### src/rtl/pc_sequencer.sv
// Next-address controller for the fetch path: stall/jump/branch/sequential
// selection plus interrupt entry, return and the EPC/pending bookkeeping.
module pc_sequencer #(
  parameter logic [31:0] PC_STEP    = 32'd1,
  parameter logic [31:0] VEC_P0     = 32'd0,
  parameter logic [31:0] VEC_P1     = 32'd15,
  parameter logic [31:0] VEC_P3     = 32'd25,
  parameter logic [31:0] IRQ_VECTOR = 32'd40
) (
  input  logic        clock,
  input  logic        reset,
  input  logic [1:0]  progr,
  input  logic [31:0] pc,
  input  logic        stall,
  input  logic        jump,
  input  logic [31:0] jump_target,
  input  logic        branch_taken,
  input  logic [31:0] branch_target,
  input  logic        eret,
  input  logic        interrupt,
  output logic [31:0] next_address,
  output logic [31:0] epc,
  output logic        in_isr,
  output logic        irq_ack,
  output logic        irq_overrun
);

  typedef enum logic [1:0] {
    RUN = 2'd0,
    ISR = 2'd1,
    RET = 2'd2
  } state_e;

  state_e      state_q, state_d;
  logic        pending_q, pending_d;
  logic        irq_prev_q;
  logic [31:0] epc_q, epc_d;
  logic        in_isr_q, in_isr_d;
  logic        ack_q, ack_d;
  logic        ovr_q, ovr_d;

  logic        irq_edge;
  logic        take;
  logic [31:0] seq;
  logic [31:0] norm;
  logic [31:0] vec;

  assign irq_edge = interrupt & ~irq_prev_q;
  assign seq      = pc + PC_STEP;
  assign norm     = jump ? jump_target
                  : branch_taken ? branch_target
                  : seq;

  always_comb begin
    vec = VEC_P0;
    unique case (progr)
      2'b01:   vec = VEC_P1;
      2'b11:   vec = VEC_P3;
      default: vec = VEC_P0;
    endcase
  end

  always_comb begin
    state_d      = state_q;
    next_address = norm;
    take         = 1'b0;
    epc_d        = epc_q;
    in_isr_d     = in_isr_q;
    if (reset) begin
      next_address = vec;
    end else begin
      case (state_q)
        RUN: begin
          if (stall) begin
            next_address = pc;
          end else if (pending_q) begin
            next_address = IRQ_VECTOR;
            take         = 1'b1;
            epc_d        = norm;
            in_isr_d     = 1'b1;
            state_d      = ISR;
          end
        end
        ISR: begin
          if (stall) begin
            next_address = pc;
          end else if (eret) begin
            next_address = epc_q;
            in_isr_d     = 1'b0;
            state_d      = RET;
          end
        end
        RET: begin
          if (stall) next_address = pc;
          else       state_d      = RUN;
        end
        default: state_d = RUN;
      endcase
    end
  end

  // A take consumes the pending edge; a same-cycle edge re-arms it cleanly.
  always_comb begin
    pending_d = take ? irq_edge : (pending_q | irq_edge);
    ovr_d     = ovr_q | (irq_edge & pending_q & ~take);
    ack_d     = take;
  end

  always_ff @(posedge clock) begin
    if (reset) begin
      state_q    <= RUN;
      pending_q  <= 1'b0;
      irq_prev_q <= 1'b0;
      epc_q      <= '0;
      in_isr_q   <= 1'b0;
      ack_q      <= 1'b0;
      ovr_q      <= 1'b0;
    end else begin
      state_q    <= state_d;
      pending_q  <= pending_d;
      irq_prev_q <= interrupt;
      epc_q      <= epc_d;
      in_isr_q   <= in_isr_d;
      ack_q      <= ack_d;
      ovr_q      <= ovr_d;
    end
  end

  assign epc         = epc_q;
  assign in_isr      = in_isr_q;
  assign irq_ack     = ack_q;
  assign irq_overrun = ovr_q;

endmodule

### config.mk
export PLATFORM = sky130hd
export DESIGN_NAME = pc_sequencer
export DESIGN_NICKNAME = d
export VERILOG_FILES = /design/src/rtl/pc_sequencer.sv
export SDC_FILE = /design/constraint.sdc
export NUM_CORES = 1
export LEC_CHECK = 0
export CAP_MARGIN = 15
export CORE_MARGIN = 3
export CORE_UTILIZATION = 35
export DETAILED_ROUTE_END_ITERATION = 10
export PLACE_DENSITY = 0.7
export SYNTH_ARGS = -nofsm -noshare
export SYNTH_HDL_FRONTEND = slang
export SYNTH_SLANG_ARGS = --single-unit
### constraint.sdc
create_clock -name clock -period 3.4 [get_ports clock]
set_clock_uncertainty 0.2 [all_clocks]
set_input_delay 0.34 -clock clock [delete_from_list [all_inputs] [get_ports clock]]
set_output_delay 0.34 -clock clock [all_outputs]
set_load 0.01 [all_outputs]
; ---- Word level (Yosys, flattened, before mapping)
; Index checks and enable logic that the tools add are counted.
[totals]
latchBits = 0
romBits = 0
reg_bits = 39
output_inout_bits = 67
in_bits = 105
n_memories = 0
mem_bits_rw = 0
[classes]
n_div = 0
multipliers = 0
n_shift = 0
muxes = 26
n_reduce_logical = 5
eq_ne = 9
bitwise_logic = 8
magnitude_cmp = 0
addsub = 1
[op_table]
columns = operator, n
row1 = $mux 32, 8
row2 = $pmux 32 s3, 1
row3 = $add 32x1->32 const B, 1
row4 = $mux 2, 5
row5 = $ne 2x2->1 const B, 5
row6 = $pmux 5 s2, 1
row7 = $reduce_and 5->1, 2
row8 = $mux 1, 9
row9 = $pmux 2 s3, 1
row10 = $eq 2x1->1 const B, 2
row11 = $eq 2x2->1 const B, 2
row12 = $and 1x1->1, 3
row13 = $not 1->1, 3
row14 = $reduce_and 3->1, 1
row15 = $logic_not 2->1, 1
row16 = $or 1x1->1, 2
row17 = $pmux 1 s2, 1
row18 = $reduce_bool 2->1, 1

; ---- Depth between registers and ports, before layout
; Gate-level depths: netlist of the first run.
[depth]
ltp_word = 7
ltp_mapped = 9
mapped_depth_nobuf = 7

; ---- Least setup slack after synthesis of the first run
; OpenSTA, ideal clock, no wires.
[synth_timing]
path_kind = input-to-output
startpoint = input pc[11]
endpoint = output next_address[27]
n_path_buf = 2
path_stages = 8
required_ns = 2.860
arrival_ns = 2.268
slack_ns = 0.592
cell_sequence = buf_2 nand4_2 or4_1 buf_2 or4_1 a31oi_1 a221oi_1 nor3_2
[synth_via]
elab_chain_cells = 7
elab_cells_between_ends = 10
classes_between = add/sub: 1 / mux: 9
[synth_lines]
columns = element, line_no
row1 = "start, declared", 13  ; input logic [31:0] pc,
row2 = $add 32x1->32 *, 49  ; assign seq = pc + PC_STEP;
row3 = $mux 32 *, 51  ; : branch_taken ? branch_target
row4 = $mux 32 *, 50  ; assign norm = jump ? jump_target
row5 = "$mux 32, on equally long branches", "87, 76"
row6 = "$mux 32, on equally long branches", "85, 74"
row7 = $pmux 32 s3 *, 72  ; case (state_q)
row8 = $mux 32 *, 69  ; if (reset) begin
row9 = "end, declared", 21  ; output logic [31:0] next_address,
; Every way passes the cells marked *; elsewhere a longest branch is shown, timed or not.

; ---- Final worst setup path of the first run
[layout_timing]
startpoint = input pc[0]
endpoint = output next_address[24]
; Same word-level chain as after synthesis.

==> results of run 1 <==
-- cells in the mapped netlist (5+ instances only) --
master | instances | area share [%]
clkbuf_1 | 39 | 3.9
and4_1 | 5 | 1.2
nand2_1 | 63 | 6.4
o22ai_1 | 11 | 1.9
nand4_1 | 9 | 1.5
a221oi_1 | 10 | 2.4
and3_1 | 8 | 1.3
a31oi_1 | 8 | 1.3
dfxtp_1 | 39 | 21
nor2b_1 | 6 | 1.0
o31ai_1 | 6 | 1.2
nor3_1 | 33 | 4.4
nand3_1 | 20 | 2.7
a22oi_1 | 10 | 2.0
buf_2 | 7 | 0.94
a211oi_1 | 18 | 3.6
nor2_1 | 62 | 6.3
inv_1 | 12 | 1.2
a22o_1 | 5 | 1.2
a311oi_1 | 6 | 1.4
a21oi_1 | 45 | 6.1
nor4_1 | 6 | 1.0
o21ai_0 | 33 | 4.4
xnor2_1 | 14 | 3.3
xor2_1 | 7 | 1.7
-- metrics by stage --
stage / TNS, ns / worst slack [ns]
after global routing: 0 / 0.00168
after global placement: -2.78 / -0.399
after detailed placement: -3.03 / -0.421
after floorplan: 0 / 0.592
final: 0 / 0.0660
after CTS: 0 / 0.00632
-- timing repair --
item	4_1_cts	5_1_grt
endpoints found under the hold margin	0	0
setup buffers	0	2
pin swaps	4	6
resized for setup	30	31
endpoints found under the setup margin	14	22
cloned	0	0
-- kinds of logic after synthesis --
group | after synthesis | share of synthesized area, %
AOI/OAI and AO/OA | 185 | 33.5
buffers and inverters | 61 | 6.40
DFF | 39 | 21.0
and+or+nand+nor | 243 | 33.0
adders and majority gates | 1 | 0.337
xor gates and xnor gates | 21 | 4.95
muxes | 3 | 0.809
-- layout by cell type (no fill, tap or decap), types with 11 or more instances in the layout --
master	instances
clkdlybuf4s50_1	145
xnor2_1	14
nor3_1	29
o21ai_0	33
nor2_1	61
inv_1	12
a211oi_1	18
nand3_1	20
nand2_1	62
dlygate4sd2_1	11
a21oi_1	44
dfxtp_1	38
o22ai_1	11
buf_4	91
-- worst paths after layout --
| path | from | endpoint | cells after the start |
|---|---|---|---|
| setup / recovery | pc[0] | next_address[24] | 11 |
| hold / removal | epc[1]$_SDFFE_PP0P_ | epc[1]$_SDFFE_PP0P_ | 2 |
| setup reg to reg | pending_q$_SDFF_PP0_ | epc[18]$_SDFFE_PP0P_ | 5 |
| hold reg to reg | epc[1]$_SDFFE_PP0P_ | epc[1]$_SDFFE_PP0P_ | 2 |
-- registers in the layout, summed over array words and instances, names as in the netlist --
signal,cells
state_q,2
epc,32
irq_prev_q,1
irq_ack,1
irq_overrun,1
pending_q,1
in_isr,1
-- area by class of cell --
class | instances | area [µm²] | share of cell area, %
clock buffers | 5 | 68.8 | 1.07
clock inverters | 3 | 67.6 | 1.05
inverters | 13 | 48.8 | 0.759
multi-input cells | 453 | 2810 | 43.7
flip-flops and latches | 39 | 782 | 12.2
well taps | 133 | 166 | 2.59
repair buffers | 268 | 2480 | 38.7
-- power breakdown --
group          switching [mW]  internal [mW]
clock network           0.185          0.293
logic                   0.335          0.361
registers              0.0246          0.483
-- worst max-delay path: cells and delay by family --
kind	cells	cell delay (ns)
buffers and inverters	4	1.15
AND/OR/NAND/NOR	4	0.60
AO/OA/AOI/OAI	2	0.49
adder cells (fa/ha/maj)	1	0.21
-- layer usage --
metal	vias to the layer above	global-route usage (%)	share of wire (%)	routed length, µm
met1	2507	38.2	41	7370
met4	0	9.56	3.0	526
li1	2530	-	-	-
met3	36	5.68	9.4	1680
met5	-	0	0	0
met2	309	48.6	46	8230
==> out/qor.txt, run 1 <==
Cell Pwr Density: 262 nW/µm²
Lkg Pwr: 2.58 nW
Register area share after synthesis: 21.0%
Crit Path Category: in -> out
Final nets: 886
DRT Pass-1 Iters: 5
CP cell instances: clkdlybuf4s50_1, ha_2, nand4_2, buf_6, nor4_2, buf_4, a41o_1, nand3_1, a221oi_1, nor3_1, dlygate4sd2_1
Starting Density: 37.0%
Final core occ: 64.0%
Max Freq: 0.300 GHz
Slew @ Worst Pin: 0.612 ns
Hold buffer count at CTS: 0
Final Setup Violations: 0
Die H: 109 µm
DRC: 0
Largest net degree at the start of global routing: 36
TritonCTS clock tree: built
I/O pin count: 172
FP Rows: 36
Final WL: 17800 µm
Slew Viols, Final: 0
CTS H-tree lvls: 2
Antenna cell count: 0
Detailed Place HPWL: 14000 µm
Routed vias: 5382
Buffers on Ports: 171
Total CTS buffers: 5
Syn Std Cell Area: 3710 µm²
Fin cells: 914
CP max FO: 9
VDD IR-drop max: 0.188 mV
Worst Path Required: 2.86 ns
Warnings, synthesis: 0
Rel. slew slack: 59.2%
Initial antenna violation count: 0
Tmin final: 3.33 ns
Syn nets: 659
Clk root buf: clkbuf_8
Average wire per standard cell: 19.5 µm
Synth Flop Type: dfxtp_1
Hold WS: 0.279 ns
Mean Syn Cell Area: 6.72 µm²
Worst EP arrival: 2.79 ns
Number of synthesized flops with an enable pin: 0
Slowest-stage cell, CP: clkdlybuf4s50_1
Fin. Hold Viols: 0
Die X: 109 µm
CTS clk-pin slew, worst paths: 0.09 ns
Fin area: 6430 µm²
Clk_lat worst skew: 0.30 ns
Core ar.: 10000 µm²
Routed Antenna Nets: 0
CTS sink count: 39
Die ar.: 11900 µm²
Global route total overflow: 0
Placed inst area: 6160 µm²
Vias in the first global route: 5208
GRT Util Overall: 29.3%
CP startpoint kind: primary input
Violation count after the first detailed-routing iteration: 380
Clk buf depth: 2
CP max stage delay: 0.49 ns
Mapped Cells: 553
Status: finished clean
RePlAce Congestion: 0.925
RSZ-0062 raised after global routing: no
FF+latch count, synth: 39
Total power: 1.68 mW
FF-to-FF setup slack: 1.22 ns
Ys async rst share: 0%
Fill cell count: 914
First-pass GRT wire length: 27400 µm
Crit path capture type: output port
Fin crit share: 98.1%
Yosys cell types: 65
Layout cell share with drive strength beyond 1: 18.3%
Hold WC Path Type: reg -> reg
Vias/cell: 5.89
Placed cell count: 905
Max Cap Viol: 0
Layout area overhead: 73.1%
(Power assumes the default switching activity.)
==> run 2: changes to the inputs <==
Settings changed: TNS_END_PERCENT set to 30.
==> out/qor.txt, run 2 (synthesized netlist as in run 1, its figures left out) <==
Status: finished clean
GR Util met3: 5.68% (unchanged)
Met2 Use GR: 48.6% (unchanged)
Cell Pwr Density: 261 nW/µm² (about the same)
Pre-CTS setup slack: -0.421 ns (unchanged)
Most common cell after layout, fill and taps aside: clkdlybuf4s50_1
Worst hold endpoint: epc[1]$_SDFFE_PP0P_
Crit Reg-Reg Startpoint: pending_q$_SDFF_PP0_
Slew Viols, Final: 0 (unchanged)
CTS clk-pin slew, worst paths: 0.09 ns (about the same)
Largest net degree at the start of global routing: 36 (unchanged)
Fin area: 6460 µm² (+0.45%)
Final Setup Violations: 0 (unchanged)
Initial antenna violation count: 0 (unchanged)
Placed inst area: 6160 µm² (unchanged)
DRC: 0 (unchanged)
DRT Pass-1 Iters: 7 (+2)
Launch point of the worst path: pc[6]
Largest register FFs: 32 (unchanged)
Final core occ: 64.3% (+0.29 points)
CP max FO: 7 (-2)
Tmin final: 3.33 ns (-0.00169 ns)
Slew @ Worst Pin: 0.607 ns (-0.00506 ns)
Commonest cells after routing, fill and taps aside: 144 x clkdlybuf4s50_1, 91 x buf_4, 62 x nand2_1, 61 x nor2_1, 44 x a21oi_1
Crit path capture type: output port
Starting Density: 37.0% (unchanged)
Total CTS buffers: 5 (unchanged)
Fin crit share: 98.0% (about the same)
Max Freq: 0.300 GHz (about the same)
Rel. slew slack: 59.5% (+0.34 points)
Vias/cell: 5.89 (+0.11%)
Max Cap Viol: 0 (unchanged)
Routed vias: 5388 (+0.11%)
VDD IR-drop max: 0.190 mV (+1.1%)
First-pass GRT wire length: 27400 µm (unchanged)
Buffers on Ports: 171 (unchanged)
Global route total overflow: 0 (unchanged)
Clk root buf: clkbuf_8
Worst Path Required: 2.86 ns (about the same)
RePlAce Congestion: 0.925 (unchanged)
Die H: 109 µm (unchanged)
Antenna cell count: 0 (unchanged)
Final WL: 17900 µm (+0.31%)
Average wire per standard cell: 19.5 µm (+0.31%)
CTS H-tree lvls: 2 (unchanged)
Worst EP arrival: 2.79 ns (about the same)
GRT Util Overall: 29.3% (unchanged)
TritonCTS clock tree: built
GR Util met1: 38.2% (unchanged)
Layout area overhead: 73.9%
Gr busiest metal: met2
Min-Delay Startpoint: epc[1]$_SDFFE_PP0P_
Die ar.: 11900 µm² (unchanged)
Routed Antenna Nets: 0 (unchanged)
Violation count after the first detailed-routing iteration: 385 (+1.3%)
Worst r2r path cells: 5 (unchanged)
CP startpoint kind: primary input
Clk buf depth: 2 (unchanged)
Fill cell count: 907 (-0.77%)
Lkg Pwr: 2.62 nW (+1.5%)
Hold WC Path Type: reg -> reg
RSZ-0062 raised after global routing: yes
FF-to-FF setup slack: 1.18 ns (-0.04 ns)
Clk_lat worst skew: 0.30 ns (about the same)
Crit Path Category: in -> out
Fin. Hold Viols: 0 (unchanged)
Die X: 109 µm (unchanged)
Total power: 1.69 mW (+0.38%)
CTS sink count: 39 (unchanged)
Layout cell share with drive strength beyond 1: 18.6% (+0.26 points)
Final nets: 886 (unchanged)
Post-route setup TNS: 0 ns (unchanged)
Core ar.: 10000 µm² (unchanged)
Terminus of the critical flop-to-flop path: epc[18]$_SDFFE_PP0P_
Vias in the first global route: 5208 (unchanged)
FP Rows: 36 (unchanged)
I/O pin count: 172 (unchanged)
Number of stages on the worst hold path: 2 (unchanged)
Worst Slack Setup Final: 0.0677 ns (+0.00169 ns)
Detailed Place HPWL: 14000 µm (unchanged)
==> run 2: changes by cell type in the layout (fill, tap and decap cells not counted), sizes merged <==
| cell | before | now |
|---|---|---|
| dlymetal6s2s | 10 | 13 |
| dlygate4sd2 | 11 | 9 |
| buf | 100 | 99 |
| clkdlybuf4s15 | 1 | 2 |
| clkdlybuf4s50 | 145 | 144 |
==> run 2: final cells by class <==
type / instances / area [µm²] / share of cell area, %
Timing Repair Buffer: 268 / 2500 / 38.7
Inverter: 13 / 48.8 / 0.756
Multi-Input combinational cell: 453 / 2820 / 43.7
Clock buffer: 5 / 68.8 / 1.07
Clock inverter: 3 / 67.6 / 1.05
Sequential cell: 39 / 782 / 12.1
Tap cell: 133 / 166 / 2.58
==> run 2: critical path, stage by stage <==
cell and delay, ns:
clkdlybuf4s50_1 0.51, nand3_2 0.11, or4_4 0.63, buf_4 0.19, nor3_2 0.18, xnor2_1 0.10, a222oi_1 0.32, a31oi_1 0.15
clkdlybuf4s15_2 0.25
==> run 2: layer usage <==
layer	routed length (µm)	up-vias
met1	7280	2495
met2	8260	324
met3	1780	41
li1	-	2528
met5	0	-
met4	543	0
==> run 2: how the worst max path moves through the flow <==
stage | endpoint | slack, ns
floorplan | next_address[27] | 0.59
global placement | next_address[27] | -0.40
detailed placement | next_address[27] | -0.42
CTS | next_address[27] | 0.006
global route | next_address[29] | -0.02
finish | next_address[29] | 0.07
==> run 2: power breakdown <==
part	internal, mW	switching [mW]
combinational	0.362	0.336
sequential	0.483	0.0246
clock	0.293	0.189
total	1.14	0.550
==> run 2: through the flow <==
| step | hold WS, ns | cells |
|---|---|---|
| 6_report | 0.279 | 914 |
| 5_1_grt | 0.302 | 914 |
| 4_1_cts | 0.280 | 913 |
| 3_5_place_dp | 0.267 | 905 |
| 3_3_place_gp | 0.258 | 905 |
| 2_1_floorplan | 0.268 | 553 |
==> run 2: repair_timing <==
action,in CTS,in global routing
endpoints found under the setup margin,14,24
setup buffers,0,2
pin swaps,4,4
resized for setup,28,35
hold buffers,0,0
